==> config.mk <==
export PLATFORM = sky130hd
export DESIGN_NAME = alu_cmd_driver
export DESIGN_NICKNAME = d
export VERILOG_FILES = /design/src/rtl/alu_pkg.sv /design/src/rtl/alu_cmd_driver.sv
export SDC_FILE = /design/constraint.sdc
export NUM_CORES = 1
export LEC_CHECK = 0
export ABC_AREA = 1
export CAP_MARGIN = 40
export CORE_MARGIN = 1.5
export CORE_UTILIZATION = 42
export CTS_BUF_LIST = sky130_fd_sc_hd__clkbuf_4
export DETAILED_ROUTE_END_ITERATION = 6
export GPL_ROUTABILITY_DRIVEN = 0
export HOLD_SLACK_MARGIN = 0.03
export PLACE_DENSITY_LB_ADDON = 0.08
export SYNTH_ARGS = -nofsm -noshare
export SYNTH_HDL_FRONTEND = slang
export SYNTH_SLANG_ARGS = --single-unit
==> constraint.sdc <==
create_clock -name clk -period 1.6 [get_ports clk]
set_clock_uncertainty 0.05 [all_clocks]
set_input_delay 0.32 -clock clk [delete_from_list [all_inputs] [get_ports clk]]
set_output_delay 0.32 -clock clk [all_outputs]
set_load 0.02 [all_outputs]
==> src/rtl/alu_pkg.sv <==
// alu_pkg: definitions shared by both ends of the ALU byte-serial command bus.
//   - opcode constants (4-bit opcode field)
//   - command state encoding used by the initiator FSM
//   - opcode classification helpers: op_needs_a, op_needs_b, op_legal
package alu_pkg;

    localparam logic [3:0] OP_ADD   = 4'd0;
    localparam logic [3:0] OP_SUB   = 4'd1;
    localparam logic [3:0] OP_SUBBA = 4'd2;
    localparam logic [3:0] OP_MUL   = 4'd3;
    localparam logic [3:0] OP_DIV   = 4'd4;
    localparam logic [3:0] OP_DIVBA = 4'd5;
    localparam logic [3:0] OP_INC_A = 4'd6;
    localparam logic [3:0] OP_INC_B = 4'd7;
    localparam logic [3:0] OP_CLR   = 4'd8;
    localparam logic [3:0] OP_ACCUM = 4'd9;

    typedef enum logic [2:0] {
        ST_IDLE,
        ST_SEND_OP,
        ST_SEND_A_MSB,
        ST_SEND_A_LSB,
        ST_SEND_B_MSB,
        ST_SEND_B_LSB,
        ST_WAIT_RDY,
        ST_RESP
    } cmd_state_e;

    function automatic logic op_legal(input logic [3:0] op);
        return op <= OP_ACCUM;
    endfunction

    // Operand A travels for the two-operand ops plus INC_A and ACCUM.
    function automatic logic op_needs_a(input logic [3:0] op);
        return (op <= OP_DIVBA) || (op == OP_INC_A) || (op == OP_ACCUM);
    endfunction

    // Operand B travels for the two-operand ops plus INC_B.
    function automatic logic op_needs_b(input logic [3:0] op);
        return (op <= OP_DIVBA) || (op == OP_INC_B);
    endfunction

endpackage

==> src/rtl/alu_cmd_driver.sv <==
// alu_cmd_driver: initiator side of the ALU byte-serial command bus.
//   Accepts a command on the req_* valid/ready port, serialises the opcode byte
//   (ctl=1) and the needed operand bytes MSB-first onto alu_ctl/alu_dat, waits
//   (watchdog-bounded) for the ALU's one-cycle alu_ready strobe, then returns
//   the captured alu_result on the rsp_* valid/ready port.
// Ports:
//   clk, rst                      clock, synchronous active-high reset
//   req_valid/req_ready           command handshake; req_op/a/b/k/c payload
//   rsp_valid/rsp_ready           response handshake; rsp_result/err/op payload
//   alu_ctl/alu_dat               command bus byte lane (ctl=1 on opcode byte)
//   alu_k_val/alu_c_val           k and c, held from accept until next accept
//   alu_ready/alu_result          result strobe and value from the ALU
module alu_cmd_driver
    import alu_pkg::*;
#(
    parameter int TIMEOUT_CYC = 64,
    parameter int TO_W        = 8
) (
    input  logic        clk,
    input  logic        rst,
    input  logic        req_valid,
    output logic        req_ready,
    input  logic [3:0]  req_op,
    input  logic [15:0] req_a,
    input  logic [15:0] req_b,
    input  logic [7:0]  req_k,
    input  logic [7:0]  req_c,
    output logic        rsp_valid,
    input  logic        rsp_ready,
    output logic [31:0] rsp_result,
    output logic        rsp_err,
    output logic [3:0]  rsp_op,
    output logic        alu_ctl,
    output logic [7:0]  alu_dat,
    output logic [7:0]  alu_k_val,
    output logic [7:0]  alu_c_val,
    input  logic        alu_ready,
    input  logic [31:0] alu_result
);

    cmd_state_e        r_state;
    cmd_state_e        w_next;
    logic [3:0]        r_op;
    logic [15:0]       r_a;
    logic [15:0]       r_b;
    logic [TO_W-1:0]   r_wd;
    logic              r_req_ready;
    logic              r_rsp_valid;
    logic [31:0]       r_rsp_result;
    logic              r_rsp_err;
    logic [3:0]        r_rsp_op;
    logic              r_alu_ctl;
    logic [7:0]        r_alu_dat;
    logic [7:0]        r_alu_k;
    logic [7:0]        r_alu_c;

    logic              w_accept;
    logic              w_timeout;
    logic              w_got_rdy;
    logic [7:0]        w_dat_nx;

    assign w_accept  = req_valid & r_req_ready;
    assign w_got_rdy = (r_state == ST_WAIT_RDY) & alu_ready;
    assign w_timeout = (r_state == ST_WAIT_RDY) & (r_wd == TO_W'(TIMEOUT_CYC - 1));

    always_comb begin
        w_next = r_state;
        unique case (r_state)
            ST_IDLE:
                if (w_accept) w_next = op_legal(req_op) ? ST_SEND_OP : ST_RESP;
            ST_SEND_OP:
                if (op_needs_a(r_op))      w_next = ST_SEND_A_MSB;
                else if (op_needs_b(r_op)) w_next = ST_SEND_B_MSB;
                else                       w_next = ST_WAIT_RDY;
            ST_SEND_A_MSB: w_next = ST_SEND_A_LSB;
            ST_SEND_A_LSB: w_next = op_needs_b(r_op) ? ST_SEND_B_MSB : ST_WAIT_RDY;
            ST_SEND_B_MSB: w_next = ST_SEND_B_LSB;
            ST_SEND_B_LSB: w_next = ST_WAIT_RDY;
            ST_WAIT_RDY:
                if (alu_ready || w_timeout) w_next = ST_RESP;
            ST_RESP:
                if (rsp_ready) w_next = ST_IDLE;
            default: w_next = ST_IDLE;
        endcase
    end

    // Bus outputs are registered, so the byte is chosen from the state being
    // entered. The opcode byte is only entered from IDLE on accept, hence req_op.
    always_comb begin
        w_dat_nx = '0;
        unique case (w_next)
            ST_SEND_OP:    w_dat_nx = {4'h0, req_op};
            ST_SEND_A_MSB: w_dat_nx = r_a[15:8];
            ST_SEND_A_LSB: w_dat_nx = r_a[7:0];
            ST_SEND_B_MSB: w_dat_nx = r_b[15:8];
            ST_SEND_B_LSB: w_dat_nx = r_b[7:0];
            default:       w_dat_nx = '0;
        endcase
    end

    always_ff @(posedge clk) begin
        if (rst) begin
            r_state      <= ST_IDLE;
            r_op         <= '0;
            r_a          <= '0;
            r_b          <= '0;
            r_wd         <= '0;
            r_req_ready  <= 1'b1;
            r_rsp_valid  <= 1'b0;
            r_rsp_result <= '0;
            r_rsp_err    <= 1'b0;
            r_rsp_op     <= '0;
            r_alu_ctl    <= 1'b0;
            r_alu_dat    <= '0;
            r_alu_k      <= '0;
            r_alu_c      <= '0;
        end else begin
            r_state     <= w_next;
            r_req_ready <= (w_next == ST_IDLE);
            r_rsp_valid <= (w_next == ST_RESP);
            r_alu_ctl   <= (w_next == ST_SEND_OP);
            r_alu_dat   <= w_dat_nx;
            // Zero outside WAIT_RDY, so the count always starts at 0 on entry.
            r_wd        <= (r_state == ST_WAIT_RDY) ? r_wd + 1'b1 : '0;
            if (w_accept) begin
                r_op    <= req_op;
                r_a     <= req_a;
                r_b     <= req_b;
                r_alu_k <= req_k;
                r_alu_c <= req_c;
            end
            // Response payload is written once, on RESP entry, and then held.
            if ((w_next == ST_RESP) && (r_state != ST_RESP)) begin
                r_rsp_op     <= (r_state == ST_IDLE) ? req_op : r_op;
                r_rsp_err    <= ~w_got_rdy;
                r_rsp_result <= w_got_rdy ? alu_result : '0;
            end
        end
    end

    assign req_ready  = r_req_ready;
    assign rsp_valid  = r_rsp_valid;
    assign rsp_result = r_rsp_result;
    assign rsp_err    = r_rsp_err;
    assign rsp_op     = r_rsp_op;
    assign alu_ctl    = r_alu_ctl;
    assign alu_dat    = r_alu_dat;
    assign alu_k_val  = r_alu_k;
    assign alu_c_val  = r_alu_c;

endmodule

**Word level (Yosys, flattened, before mapping)**

Index checks and enable logic that the tools add are counted.

- Bits in registers: 111
- Input bits: 89
- Logic and storage cells: 58

- Add/subtract/negate cells: 1
- Magnitude comparators: 2
- Equal/unequal tests: 18
- Multiplexer cells: 10
- Bitwise gates (word level): 5
- Reduce and logical (&&, ||, !) cells: 8

Operator list:

| kind | count |
|---|---|
| $pmux W8 S5 | 1 |
| $mux W32 | 1 |
| $pmux W3 S8 | 1 |
| $eq A3 B3 Y1 const B | 7 |
| $mux W3 | 5 |
| $eq A3 B2 Y1 const B | 4 |
| $add A8 B1 Y8 const B | 1 |
| $eq A4 B3 Y1 const B | 2 |
| $eq A8 B6 Y1 const B | 1 |
| $eq A3 B1 Y1 const B | 2 |
| $logic_not A3 Y1 | 2 |
| $eq A4 B4 Y1 const B | 1 |
| $le A4 B3 Y1 const B | 1 |
| $le A4 B4 Y1 const B | 1 |
| $logic_or A1 B1 Y1 | 4 |
| $mux W4 | 1 |
| $and A1 B1 Y1 | 3 |
| $ne A3 B3 Y1 const B | 1 |
| $mux W2 | 1 |
| $not A1 Y1 | 2 |
| $reduce_or A2 Y1 | 1 |
| $logic_and A1 B1 Y1 | 1 |

**Depth between registers and ports, before layout**

- Depth after elaboration: 7
- Depth in mapped cells: 15

**Worst setup path before layout**

Ideal clock, no wire load.

- Kind: register to register
- Start point: register r_req_ready (netlist: req_ready)
- End point: register r_rsp_result[0] (netlist: rsp_result[0])
- Data arrival time: 1.561 ns
- Data required time: 1.422 ns
- Path slack: -0.139 ns
- Cell stages (with the launch flop): 11
- Buffers on the path: 1
- Period minus slack after synthesis: 1.739 ns
- Cells stage by stage: dfxtp_1 > nand2_2 > inv_2 > nand2_1 > o21ai_2 > nand2_2 > nor2_4 > nand3_4 > buf_6 > a22oi_2 > nor2_1

- Word-level cells in the longest chain between the ends: 5

RTL lines:

| what | line | source |
|---|---|---|
| from (decl) | alu_cmd_driver.sv:47 | `logic r_req_ready;` |
| from (signal assigned) | alu_cmd_driver.sv:119 | `r_req_ready <= (w_next == ST_IDLE);` |
| $and A1 B1 Y1 | alu_cmd_driver.sv:62 | `assign w_accept = req_valid & r_req_ready;` |
| $mux W3 | alu_cmd_driver.sv:70 | `if (w_accept) w_next = op_legal(req_op) ? ST_SEND_OP : ST_RESP;` |
| $pmux W3 S8 | alu_cmd_driver.sv:68 | `unique case (r_state)` |
| $eq A3 B3 Y1 | alu_cmd_driver.sv:133 | `if ((w_next == ST_RESP) && (r_state != ST_RESP)) begin` |
| $logic_and A1 B1 Y1 | alu_cmd_driver.sv:133 |  |
| to (signal assigned) | alu_cmd_driver.sv:136 | `r_rsp_result <= w_got_rdy ? alu_result : '0;` |
| to (decl) | alu_cmd_driver.sv:49 | `logic [31:0] r_rsp_result;` |

Every way passes these cells.
A chain may end at the register's enable or synchronous reset.

**Final worst setup path**

- Start point: register r_state[2]
- End point: register r_rsp_result[31] (netlist: rsp_result[31])

- Word-level cells in the longest chain between the ends: 7
- Elaborated cells on any way between the ends: 19
- Those cells by class: eq/ne: 9; mux: 5; bitwise: 2; reduce/logical: 3

RTL lines:

| what | line | source |
|---|---|---|
| from (decl) | alu_cmd_driver.sv:41 | `cmd_state_e r_state;` |
| from (signal assigned) | alu_cmd_driver.sv:118 | `r_state <= w_next;` |
| $eq A3 B3 Y1 | alu_cmd_driver.sv:63, alu_cmd_driver.sv:64, alu_cmd_driver.sv:68 |  |
| $and A1 B1 Y1 | alu_cmd_driver.sv:64 | `assign w_timeout = (r_state == ST_WAIT_RDY) & (r_wd == TO_W'(TIMEOUT_CYC - 1));` |
| $logic_or A1 B1 Y1 | alu_cmd_driver.sv:80 | `if (alu_ready \|\| w_timeout) w_next = ST_RESP;` |
| $mux W3 | alu_cmd_driver.sv:80 |  |
| $pmux W3 S8 | alu_cmd_driver.sv:68 |  |
| $eq A3 B3 Y1 | alu_cmd_driver.sv:133 |  |
| $logic_and A1 B1 Y1 | alu_cmd_driver.sv:133 |  |

Parallel ways exist; a longest one is shown, timed or not.

==> flow_summary.yaml <==
outcome:
  status: "finished, violations left"
  violations: "negative setup slack"
floorplanning:
  io_pins: 153
  die_x_um: 104
  rows: 36
  start_util_pct: 43.5
  core-area_mm2: 0.00986
  die-area_mm2: 0.0108
  die_h_um: 104
timing:
  fin_hold_ws_ns: 0.340
  drv_slew: 0
  layout_setup_ws_ns: -0.151
  worstMarginPinSlew_ns: 0.505
  hold_viol_final: 0
  rsz0062_at_grt: "yes"
  fin_crit_ns: 1.75
  fin_tns_setup_ns: -3.53
  finalCritPeriodShare_pct: 109
  final-setup-viol-count: 44
  relSlewSlack_pct: 66.3
  max_freq_ghz: 0.571
power_and_ir_drop:
  p_leak_uw: 0.00290
  vdd_drop_max_uv: 867
  power_per_cell_area_mw_per_mm2: 1430
finish:
  final_util_pct: 68.8
  mostFrequentLayoutCells: "nor2_1 (130), nand2_1 (104), dfxtp_1 (103)"
  seq_area_mm2: 0.00224
  multi_input_area_mm2: 0.00213
  antenna_cells: 0
  fillCellCount: 822
  stdcell_count: 905
  area_delta_synth_final_pct: 58.0
  final_common_cell: "nor2_1"
  fin_nets: 857
  drive_gt1_share_pct: 21.0
grt:
  antenna_found_initial: 0
  track_usage_pct: 22.0
  grt_start_max_net_pins: 51
  grt_pass1_vias: 4222
  grt_pass1_wl_um: 19400
  grtUsageMet2_pct: 39.4
  use_met3_pct: 3.20
  busiest_layer: "met2"
  grtUsageMet1_pct: 25.7
  overflow: 0
clock_network:
  clkTransAtPathRegs_ns: 0.17
  cts_tree: "done"
  cts_inserted_buffers: 9
  worstSkewPairLatency_ns: 0.48
  clkSinkCount: 111
  ctsHoldBuffers: 0
  cts_root_buf: "clkbuf_4"
  h-tree-depth: 3
  ctsLongestPathBuffers: 2
worst_setup_path:
  critPathCaptureType: "flop"
  required_ns: 1.92
  cp_max_fo: 8
  ff2ff_path_depth: 11
  cpMaxStageDelayCell: "dfxtp_4"
  crit_path_cell_trace: "inv_2 > nand3_2 > nand2_1 > nor2_2 > nand2_2 > nand2_4 > nor2_4 > nand3_4 > buf_6 > a22oi_2 > nor2_1"
  worstPathArrival_ns: 2.07
  worstSetupStartpointType: "flop"
  r2r_slack_ns: -0.15
  cpPeakStageDelay_ns: 0.41
  crit_type: "flop to flop"
job:
  drv_cap: 0
placed_design:
  preCtsSetupSlack_ns: -0.560
  dpl.cell_count: 879
  dp_hpwl_um: 8410
  io_buffer_count: 152
synth:
  yosys_warnings: 0
  synth.net_count: 665
  synth_seq_cells: 111
  synthDistinctLibCells: 32
  synth_area_per_cell_um2: 7.47
  yosysSeqAreaShare_pct: 51.7
  syn-cell-area_mm2: 0.00430
  syn_inst: 575
route:
  vias: 4359
  post-route-drc-count: 0
  viasPerCell: 4.82
  ant_nets: 0
  wl_per_cell_um: 13.1
  drt-initial-drc-count: 194
  drt_pass1_iterations: 4
  drt_wl_total_um: 11900
hold_path:
  hold_path.class: "input port to flop"
  holdPathStages: 3
-- path summary, 6_finish.rpt --
check	startpoint	endpoint
worst max-delay path	r_state[2]$_SDFF_PP0_	rsp_result[31]$_SDFFE_PP0P_
worst min-delay path	alu_result[4]	rsp_result[4]$_SDFFE_PP0P_
worst max register to register	r_state[2]$_SDFF_PP0_	rsp_result[31]$_SDFFE_PP0P_
worst min register to register	rsp_result[17]$_SDFFE_PP0P_	rsp_result[17]$_SDFFE_PP0P_
-- Yosys cell counts, drive strengths merged --
library cell	instances	share of area, %
nor2	143	13
nand2	119	11
dfxtp	111	52
o21ai	59	7.0
a21oi	36	4.2
inv	26	2.3
nand3	25	3.3
clkbuf	23	2.0
a22oi	10	2.2
buf	6	0.96
a22o	3	0.61
nand3b	3	0.52
nor3	3	0.47
nor4	2	0.29
a31oi	1	0.15
clkinv	1	0.087
ha	1	0.29
or2	1	0.15
xnor2	1	0.20
xor2	1	0.20
-- area by class of cell --
type	count	share of cell area (%)
clock buffer	9	0.996
sequential	111	33.0
inverter	27	1.62
tap	133	2.45
multi-input combinational	409	31.4
timing repair buffer	209	29.7
clock inverter	7	0.830
-- critical path, delay by kind of cell, from the launching register on --
family | cells | cell delay [ns]
AOI/OAI and AO/OA | 1 | 0.14
buffers and inverters | 2 | 0.26
and+or+nand+nor | 8 | 0.77
DFF | 1 | 0.41
-- report_power, final --
| part | total (uW) | switching (uW) | leakage [uW] | internal [uW] |
|---|---|---|---|---|
| clock | 1280 | 944 | 0.0000669 | 337 |
| combinational | 4790 | 2610 | 0.00192 | 2190 |
| sequential | 3600 | 321 | 0.000912 | 3280 |
-- logic make-up after synthesis --
kind of cell | synth area share, %
flip-flops | 51.7
AND/OR/NAND/NOR | 28.1
XOR/XNOR | 0.408
buffers and inverters | 5.33
adder cells (fa/ha/maj) | 0.291
AO/OA/AOI/OAI | 14.1
-- state kept, by name (all words and copies together), names as in the netlist, 8 cells and up --
register / cells
alu_c_val: 8
alu_dat: 8
alu_k_val: 8
r_a: 16
r_b: 16
r_wd: 8
rsp_result: 32
-- layer usage --
layer,routed length [um],vias up
li1,-,2234
met1,5060,1986
met2,6080,118
met3,465,21
met4,281,0
met5,0,-
-- through the flow --
stage	instance area, um^2	total power [uW]
detailed placement	6290	7590
floorplan	4310	5660
finish	6790	9680
CTS	6630	9350
global placement	6290	7490
global route	6790	10300
-- repair_timing --
action,4_1_cts,5_1_grt
endpoints found under the setup margin,109,65
gates cloned,1,2
setup buffers,5,2
pin swaps,27,15
gates resized for setup,121,51
Power figures use the tool's default switching activity.
